[config.mk]
export PLATFORM = sky130hd
export DESIGN_NAME = polar_enc_loader
export DESIGN_NICKNAME = d
export VERILOG_FILES = /design/src/rtl/polar_pkg.sv /design/src/rtl/polar_bit_unpacker.sv /design/src/rtl/polar_enc_loader.sv
export SDC_FILE = /design/constraint.sdc
export NUM_CORES = 1
export LEC_CHECK = 0
export CAP_MARGIN = 20
export CORE_ASPECT_RATIO = 1.5
export CORE_MARGIN = 2
export CORE_UTILIZATION = 30
export CTS_CLUSTER_DIAMETER = 80
export DETAILED_ROUTE_END_ITERATION = 8
export PLACE_DENSITY = 0.59
export SYNTH_ARGS = -nofsm -noshare
export SYNTH_HDL_FRONTEND = slang
export SYNTH_SLANG_ARGS = --single-unit
[constraint.sdc]
create_clock -name clk -period 7.4 [get_ports clk]
set_input_delay 0.74 -clock clk [delete_from_list [all_inputs] [get_ports clk]]
set_output_delay 0.74 -clock clk [all_outputs]
set_load 0.01 [all_outputs]
[src/rtl/polar_pkg.sv]
// Shared constants, frozen-position masks and FSM encoding for the polar
// encoder feeder.
package polar_pkg;

  localparam int N_BITS = 384;
  localparam int K_R14  = 96;
  localparam int K_R38  = 144;
  localparam int POS_W  = 9;

  // Mask bit = 1 marks a frozen u-position.
  // Rate 1/4 keeps bit 3 of every nibble (96 info positions).
  // Rate 3/8 keeps bits 3, 6 and 7 of every byte (144 info positions).
  // The rate-3/8 info set contains the rate-1/4 info set.
  localparam logic [N_BITS-1:0] FROZEN_R14 = {96{4'h7}};
  localparam logic [N_BITS-1:0] FROZEN_R38 = {48{8'h37}};

  typedef enum logic [1:0] {
    ST_IDLE      = 2'd0,
    ST_FILL      = 2'd1,
    ST_LAUNCH    = 2'd2,
    ST_WAIT_DONE = 2'd3
  } state_t;

  // Mux lookup of the frozen flag for one position; no RAM involved.
  function automatic logic is_frozen(input logic rate, input logic [POS_W-1:0] pos);
    return rate ? FROZEN_R38[pos] : FROZEN_R14[pos];
  endfunction

endpackage

[src/rtl/polar_bit_unpacker.sv]
// One-word bit buffer: load a word, then hand out its bits LSB first.
// cnt is the number of bits still held.
module polar_bit_unpacker #(
  parameter int IN_W  = 8,
  parameter int CNT_W = $clog2(IN_W + 1)
) (
  input  logic             clk,
  input  logic             rst,
  input  logic             load,
  input  logic             shift,
  input  logic [IN_W-1:0]  data,
  output logic             bit_out,
  output logic [CNT_W-1:0] cnt
);

  logic [IN_W-1:0] sreg;

  // Load wins over shift: a reload on the same cycle the final bit is taken
  // replaces the spent word.
  always_ff @(posedge clk) begin
    if (rst) begin
      sreg <= '0;
      cnt  <= '0;
    end else if (load) begin
      sreg <= data;
      cnt  <= CNT_W'(IN_W);
    end else if (shift && (cnt != '0)) begin
      sreg <= sreg >> 1;
      cnt  <= cnt - CNT_W'(1);
    end
  end

  assign bit_out = sreg[0];

endmodule

[src/rtl/polar_enc_loader.sv]
// Feeder for the polar encoder: gathers K info bits from a valid/ready word
// stream, spreads them over the non-frozen u-positions, pulses enc_start and
// waits for enc_done before taking the next block.
//
// Handshake: a word transfers on a cycle where s_valid and s_ready are both
// high; s_valid/s_data/s_last/rate_sel must hold until that cycle, and
// s_ready never depends on anything but state and the current cycle.
module polar_enc_loader
  import polar_pkg::*;
#(
  parameter int IN_W = 8
) (
  input  logic              clk,
  input  logic              rst,
  input  logic              s_valid,
  output logic              s_ready,
  input  logic [IN_W-1:0]   s_data,
  input  logic              s_last,
  input  logic              rate_sel,
  output logic              enc_start,
  output logic              enc_rate_sel,
  output logic [N_BITS-1:0] enc_data,
  input  logic              enc_done,
  output logic              busy,
  output logic              frame_err
);

  localparam int CNT_W      = $clog2(IN_W + 1);
  localparam int WORDS_R14  = K_R14 / IN_W;
  localparam int WORDS_R38  = K_R38 / IN_W;
  localparam int WCNT_W     = $clog2(WORDS_R38 + 1);
  localparam logic [POS_W-1:0] LAST_POS = POS_W'(N_BITS - 1);

  state_t              state_q, state_d;
  logic [POS_W-1:0]    pos_q;
  logic [WCNT_W-1:0]   wcnt_q, wcnt_inc, k_words;
  logic                discard_q;
  logic [CNT_W-1:0]    cnt;
  logic                bit_out;
  logic                ready_c, acc, load, consume, advance, frozen;
  logic                start_block, err_early, err_missing;

  polar_bit_unpacker #(.IN_W(IN_W), .CNT_W(CNT_W)) u_unpacker (
    .clk     (clk),
    .rst     (rst),
    .load    (load),
    .shift   (consume),
    .data    (s_data),
    .bit_out (bit_out),
    .cnt     (cnt)
  );

  // State register.
  always_ff @(posedge clk) begin
    if (rst) state_q <= ST_IDLE;
    else     state_q <= state_d;
  end

  // Next-state, handshake and per-cycle fill decisions.
  always_comb begin
    state_d     = state_q;
    ready_c     = 1'b0;
    acc         = 1'b0;
    load        = 1'b0;
    consume     = 1'b0;
    advance     = 1'b0;
    start_block = 1'b0;
    err_early   = 1'b0;
    err_missing = 1'b0;
    enc_start   = 1'b0;
    k_words     = enc_rate_sel ? WCNT_W'(WORDS_R38) : WCNT_W'(WORDS_R14);
    frozen      = is_frozen(enc_rate_sel, pos_q);
    wcnt_inc    = wcnt_q + WCNT_W'(1);
    case (state_q)
      ST_IDLE: begin
        ready_c = 1'b1;
        acc     = s_valid & ~rst;
        // While discarding, words are swallowed until the closing s_last.
        if (acc && !discard_q) begin
          if (s_last) begin
            // A block is always longer than one word, so this is early-last.
            err_early = 1'b1;
          end else begin
            load        = 1'b1;
            start_block = 1'b1;
            state_d     = ST_FILL;
          end
        end
      end
      ST_FILL: begin
        consume = !frozen && (cnt != '0);
        advance = frozen || (cnt != '0);
        // Ask for a word only when the buffer runs dry and more are due.
        ready_c = (wcnt_q < k_words) &&
                  ((cnt == '0) || ((cnt == CNT_W'(1)) && consume));
        acc     = s_valid & ready_c & ~rst;
        if (acc && s_last && (wcnt_inc < k_words)) begin
          err_early = 1'b1;
          state_d   = ST_IDLE;
        end else if (acc && !s_last && (wcnt_inc == k_words)) begin
          err_missing = 1'b1;
          state_d     = ST_IDLE;
        end else begin
          load = acc;
          if (advance && (pos_q == LAST_POS)) state_d = ST_LAUNCH;
        end
      end
      ST_LAUNCH: begin
        enc_start = 1'b1;
        state_d   = ST_WAIT_DONE;
      end
      ST_WAIT_DONE: begin
        if (enc_done) state_d = ST_IDLE;
      end
      default: state_d = ST_IDLE;
    endcase
  end

  assign s_ready = ready_c & ~rst;
  assign busy    = (state_q != ST_IDLE);

  // Position/word counters, u-vector writes, rate latch and framing flags.
  always_ff @(posedge clk) begin
    if (rst) begin
      pos_q        <= '0;
      wcnt_q       <= '0;
      enc_rate_sel <= 1'b0;
      enc_data     <= '0;
      discard_q    <= 1'b0;
      frame_err    <= 1'b0;
    end else begin
      frame_err <= err_early | err_missing;
      if (start_block) begin
        enc_rate_sel <= rate_sel;
        pos_q        <= '0;
        wcnt_q       <= WCNT_W'(1);
      end
      if (state_q == ST_FILL) begin
        if (load) wcnt_q <= wcnt_inc;
        if (advance) begin
          enc_data[pos_q] <= consume ? bit_out : 1'b0;
          pos_q           <= pos_q + POS_W'(1);
        end
      end
      // A dropped block leaves no partial u-vector behind.
      if (err_early || err_missing) enc_data <= '0;
      if (err_missing) discard_q <= 1'b1;
      else if ((state_q == ST_IDLE) && discard_q && acc && s_last) discard_q <= 1'b0;
    end
  end

endmodule

* Word level (Yosys, flattened, before mapping)
Memory sizes are Yosys's and may differ from the RTL's. A register that Yosys moved wholly into a read port is not among the register bits.
Index checks and enable logic that the tools add are counted.
** Cells by class
- $add $sub $neg :: 3
- $lt $le $gt $ge :: 4
- Eq/ne operators :: 10
- Muxes and demuxes :: 47
- Bitwise logic cells :: 6
- Reductions and logical operators :: 30
** Operator list (count)
- 384-bit bitwise mux :: 1
- 9-bit two-way mux :: 5
- 1-bit two-way mux :: 21
- 5-bit two-way mux :: 4
- 8-bit two-way mux :: 2
- 1-bit logical AND :: 14
- 2-bit two-way mux :: 6
- 5-bit < comparator :: 2
- 9-bit by 10-bit < comparator with 1-bit output (second input constant) :: 1
- 9-bit by 1-bit adder with 9-bit output (second input constant) :: 1
- 1-bit demux with 9-bit select :: 1
- 9-bit == test (second input constant) :: 1
- 9-bit by 1-bit greater-or-equal comparator with 1-bit output (second input constant) :: 1
- 4-bit two-way mux :: 2
- 1-bit one-hot mux with 2 select lines :: 4
- 2-bit one-hot mux with 4 select lines :: 1
- 2-bit inequality test (second input constant) :: 3
- 2-bit nonzero test :: 3
- 5-bit by 1-bit adder with 5-bit output (second input constant) :: 1
- 5-bit == test :: 1
- 1-bit AND :: 4
- 2-bit == test (second input constant) :: 2
- 4-bit by 1-bit == test with 1-bit output (second input constant) :: 1
- 4-bit zero test :: 1
- other kinds (12) :: 17
** Word-level totals
- Bits in registers :: 415
- Memory bits (read-only) :: 1024
- Bits of input ports :: 14
- Output and inout port bits :: 389
- Word-level logic and storage cells :: 112
- Memories :: 2
** Memories
- (name not given) :: depth 512, width 1, rd ports 1, clocked after Yosys merged registers in 1, wr ports 0, RTL line polar_pkg.sv:26 : return rate ? FROZEN_R38[pos] : FROZEN_R14[pos];
- (name not given) :: depth 512, width 1, rd ports 1, clocked after Yosys merged registers in 1, wr ports 0, RTL line polar_pkg.sv:26

* Logic depth before layout (Yosys ltp)
- Depth after elaboration :: 17
- Depth in mapped cells :: 11
- Gate-level depth less buffers :: 9

* Modules after synthesis
Synthesis repeated with hierarchy kept, for this count alone.
** Second synthesis, totals
- Cells, all modules :: 2101
- Area, all modules :: 17098.9 µm²
** Modules (own cells, without submodules)
- polar_enc_loader :: instances 1, cells each 2033, area an instance 16498.3 µm², seq. area each 8107.8 µm²
- polar_bit_unpacker :: instances 1, cells each 68, area an instance 600.6 µm², seq. area each 240.2 µm²

* Worst setup path after synthesis
Ideal clock, no wire load.
- Path type :: register to output
- Start point :: reg enc_rate_sel
- End point :: out s_ready
- Arrival :: 1.938 ns
- Required time :: 6.660 ns
- Path slack :: 4.722 ns
- Stages on the path, launching flop included :: 7
- Buffers on the path :: 0
- Cell sequence :: dfxtp_1 -> inv_1 -> ha_1 -> a21oi_1 -> o211ai_1 -> or2_2 -> a211oi_1
** On the way
- Word-level cells in the longest chain between the ends :: 8
- Elaborated cells between the ends (all ways) :: 10
** RTL lines
- start, declared :: RTL line polar_enc_loader.sv:21 : output logic enc_rate_sel,
- start signal, assigned :: RTL line polar_enc_loader.sv:134 : enc_rate_sel <= rate_sel;
- branches (longest 5 deep; another with 5-bit < comparator)
- 1-bit logical AND (*) :: RTL line polar_enc_loader.sv:94 : ready_c = (wcnt_q < k_words) &&
- 1-bit one-hot mux with 2 select lines (*) :: RTL line polar_enc_loader.sv:74 : case (state_q)
- 1-bit AND (*) :: RTL line polar_enc_loader.sv:119 : assign s_ready = ready_c & ~rst;
- end, declared :: RTL line polar_enc_loader.sv:16 : output logic s_ready,
Mark *: on every way between the ends.

* Worst setup path in the final report
Same ends and word-level chain as after synthesis.

==> metrics list <==
- Endpoint class of the critical path: output pin
- Effective utilization at floorplan: 0.303
* Hold Startpoint: enc_data[15]$_SDFFE_PP0P_
* Status: finished, final reports clean
- Max Buffers Root-to-Sink: 3
- The clock period could shrink to 4040 ps.
- For this run, asynchronously set or reset flops after synthesis account for 0.
- The clock drives 417 sinks.
* Worst Tran Pin Value: 1320 ps
* Setup slack of the most critical reg-to-reg path: 3520 ps
- Dividing total power by cell area gives a power density of 205 nW/um^2.
- Yosys mapped the design onto 50 distinct sky130hd cell types.
* Footprint of the multi-input gates: 7670 um^2
- At the end of routability-driven placement, the weighted congestion stood at 0.837.
- After detailed routing, the number of vias per cell comes to 5.71.
- For the worst flop-to-flop path, the logic depth is 6.
* Warning count from the yosys run: 0
- The worst setup path is of the register to output pin kind.
- Setup repair after global routing missed its margin: false
- The first TritonRoute pass finished after 9 iterations.
- Ratio of cells with drive above 1 in the final layout: 0.0673
- Worst setup path startpoint: enc_rate_sel$_SDFFE_PP0P_
- Syn nets: 2,103
* Level count of the clock H-tree: 2
* Post-Route Skew: 17.9 ps
- The number of pins with negative max-slew slack in the final report was 0.
- Total of buffers placed on input and output ports: 402
- All-layer global routing usage: 0.259
* Remaining number of nets flagged by the antenna check after routing: 0
- After routing, the total negative slack on setup checks comes to 0 ps.
- In this run, synthesis inferred 0 flip-flops with an integrated enable.
* Total detailed-routing wirelength: 78,800 um
- Dividing the final minimum period by the clock period gives 0.546.
- Number of fill cells: 5,523
- Total clock buffers created by CTS: 42
- The die is 198 um wide.
* Core area: 55,700 um^2
- Nets: 2,387
- In this run the worst hold path is classified as register to register.
* Per-instance average area after synthesis: 8.13 um^2
* Minimum setup slack in the final design: 3360 ps
- Setup violations remaining at the end of the flow were counted as 0.
- Gates resized, CTS repair: 0
* Via count of the routed design: 17,700
- The worst hold path passes through 2 cells.
* WHS Endpoint: enc_data[15]$_SDFFE_PP0P_
- The number of antenna diodes in the final layout is 0.
- Peak fanout along the critical path: 11
- Maxcap violations: 0
* Avg WL per Cell: 25.5 um
- Fraction of the yosys area taken by sequential cells: 0.495
- Die Ht: 294 um
- After synthesis the netlist holds a flip-flop and latch count of 417.
- Normalized max-slew margin: 0.119
- Floorplan die area: 58,200 um^2
- Summing all flip-flop and latch instances after layout gives 8350 um^2.
* Number of buffers added to fix hold violations after cts: 0
* Number of global-route vias before repair: 16,600
- Synthesis produced 2,075 cells.
- For the worst setup path, the data required time is 6660 ps.
- The worst setup path is launched from a register.
- After clock tree synthesis, the clock-pin slew on the worst setup and hold paths is 70 ps.
- In the synthesized netlist the dominant register cell turns out to be sky130_fd_sc_hd__dfxtp_1.
* Library cell used as clock root buffer: sky130_fd_sc_hd__clkbuf_16
- Static leakage: 6.97 nW
- Post-CTS Setup Repair Bufs: 0
* Number of cell rows: 106
- End of the worst register-to-register path: enc_data[69]$_SDFFE_PP0P_
* TritonCTS clock tree: yes
- Maximum clock frequency: 247 MHz
- Initial antenna violation count: 0
- The total overflow left after global routing is 0.
- The number of hold violations in the final report was 0.
- Critical path data arrival time: 3300 ps
* Number of design rule violations left after detail routing: 0
- Peak supply drop: 0.142 mV
- The startpoint identified for the worst register-to-register timing path is enc_rate_sel$_SDFFE_PP0P_.
- Insertion delay to the later sink of the worst-skew pair: 580 ps
* Post-placement worst setup slack: 3790 ps
- Iteration-0 DRC count of the detailed router: 1,524
* Sum of net half-perimeters after detailed placement: 49,600 um
* Netlist Area Pre-Place: 16,900 um^2
- The first global-routing pass estimated 111,000 um of wire.
- Ports placed on the boundary: 403
- Relative area change from synthesis to final layout: 35.7%
- Entering global routing, the biggest net connects 218 pins.
==> worst max-delay path by stage <==
stage	end	slack, ps	depth (start not counted)
after floorplan	s_ready	4720	6
after global placement	s_ready	3890	7
after detailed placement	enc_data[69]$_SDFFE_PP0P_	3790	6
after CTS	s_ready	3340	7
after global routing	s_ready	3250	7
final	s_ready	3360	7
==> Yosys cell counts, types with 4 or more instances <==
library cell               count  share of area
sky130_fd_sc_hd__dfxtp_1     417           0.50
sky130_fd_sc_hd__clkbuf_1    131          0.029
sky130_fd_sc_hd__mux2_2        9         0.0060
sky130_fd_sc_hd__inv_1         8         0.0018
sky130_fd_sc_hd__buf_4        16         0.0071
sky130_fd_sc_hd__nand4_1       7         0.0026
sky130_fd_sc_hd__nand3_1     396           0.12
sky130_fd_sc_hd__xnor2_1       7         0.0036
sky130_fd_sc_hd__ha_1         14          0.010
sky130_fd_sc_hd__mux2i_1       9         0.0053
sky130_fd_sc_hd__o21ai_0     388           0.12
sky130_fd_sc_hd__a21o_1        6         0.0027
sky130_fd_sc_hd__nand3b_1      4         0.0018
sky130_fd_sc_hd__buf_2        69          0.020
sky130_fd_sc_hd__xor2_1        4         0.0021
sky130_fd_sc_hd__nand2b_1      7         0.0026
sky130_fd_sc_hd__or3_1         7         0.0026
sky130_fd_sc_hd__nor2b_1       7         0.0026
sky130_fd_sc_hd__a21oi_1     400           0.12
sky130_fd_sc_hd__o211ai_1      6         0.0027
sky130_fd_sc_hd__and2_1        4         0.0015
sky130_fd_sc_hd__nor3_1       11         0.0033
sky130_fd_sc_hd__nor3b_1       8         0.0036
sky130_fd_sc_hd__nand2_1      45          0.010
sky130_fd_sc_hd__nor2_1       58          0.013
==> layout make-up <==
cell class              instances  share of cell area
inverters                       8             0.00131
flip-flops and latches        417               0.365
clock inverters                12              0.0111
repair buffers                457               0.196
clock buffers                  64              0.0530
multi-input cells            1433               0.335
well taps                     702              0.0384
==> metal layers <==
| metal | vias up | GRT usage | share of wire |
|---|---|---|---|
| li1 | 7990 | - | - |
| met1 | 8494 | 0.306 | 0.37 |
| met2 | 949 | 0.431 | 0.48 |
| met3 | 220 | 0.0590 | 0.086 |
| met4 | 0 | 0.145 | 0.058 |
| met5 | - | 0 | 0 |
==> power breakdown <==
group | switching (mW) | internal [mW] | total (mW)
clock | 0.938 | 1.38 | 2.32
combinational | 0.0931 | 0.0285 | 0.122
sequential | 0.00541 | 2.25 | 2.25
==> cells by family (layout without fill, tap and decap cells) <==
group / after synthesis / after routing / share of synthesized area
XOR/XNOR: 11 / 11 / 0.00571
multiplexers: 19 / 19 / 0.0122
AND/OR/NAND/NOR: 570 / 570 / 0.170
flip-flops: 417 / 417 / 0.495
buffers and inverters: 225 / 541 / 0.0588
AO/OA/AOI/OAI: 819 / 819 / 0.248
adder cells (fa/ha/maj): 14 / 14 / 0.0104
==> critical path, cell delays in order, from the launching register on <==
cell and delay [ps]:
sky130_fd_sc_hd__dfxtp_1 580, sky130_fd_sc_hd__inv_1 140, sky130_fd_sc_hd__ha_1 340, sky130_fd_sc_hd__a21oi_1 150, sky130_fd_sc_hd__o211ai_1 150, sky130_fd_sc_hd__or2_2 350, sky130_fd_sc_hd__a211oi_1 390, sky130_fd_sc_hd__clkdlybuf4s50_1 620
==> sequential cells by signal, summed over array words and instances, names as in the netlist, named ones only <==
name / count
discard_q: 1
enc_data: 384
enc_rate_sel: 1
frame_err: 1
pos_q: 9
state_q: 1
u_unpacker.cnt: 4
u_unpacker.sreg: 8
wcnt_q: 5
==> cells in the final DEF (no fill, tap or decap), types with 6 or more instances in the layout <==
master and count:
sky130_fd_sc_hd__nor2_1 50, sky130_fd_sc_hd__nand2_1 45, sky130_fd_sc_hd__nor3b_1 7, sky130_fd_sc_hd__clkbuf_16 42, sky130_fd_sc_hd__nor2_4 8, sky130_fd_sc_hd__nand4_1 7
sky130_fd_sc_hd__xnor2_1 7, sky130_fd_sc_hd__nor2b_1 7, sky130_fd_sc_hd__dfxtp_1 417, sky130_fd_sc_hd__clkdlybuf4s50_1 402, sky130_fd_sc_hd__nand2b_1 7, sky130_fd_sc_hd__ha_1 14
sky130_fd_sc_hd__mux2i_1 9, sky130_fd_sc_hd__clkbuf_8 9, sky130_fd_sc_hd__a21oi_1 400, sky130_fd_sc_hd__buf_4 49, sky130_fd_sc_hd__o211ai_1 6, sky130_fd_sc_hd__nand3_2 6
sky130_fd_sc_hd__or3_1 7, sky130_fd_sc_hd__inv_1 8, sky130_fd_sc_hd__nor3_1 7, sky130_fd_sc_hd__mux2_2 9, sky130_fd_sc_hd__a21o_1 6, sky130_fd_sc_hd__clkbuf_1 14
sky130_fd_sc_hd__nand3_1 390, sky130_fd_sc_hd__o21ai_0 388, sky130_fd_sc_hd__bufinv_16 7
==> through the flow <==
stage                     cells   util  power [mW]  area [um^2]  hold slack (ps)
after floorplan            2075      -        2.39        16900              490
after global placement     3004  0.383        2.42        21300              461
after detailed placement   3007  0.383        2.42        21300              466
after CTS                  3083  0.409        4.73        22800              474
after global routing       3093  0.411        4.82        22900              491
final                      3093  0.411        4.69        22900              475
No activity file was read; power rests on OpenSTA's default activity.
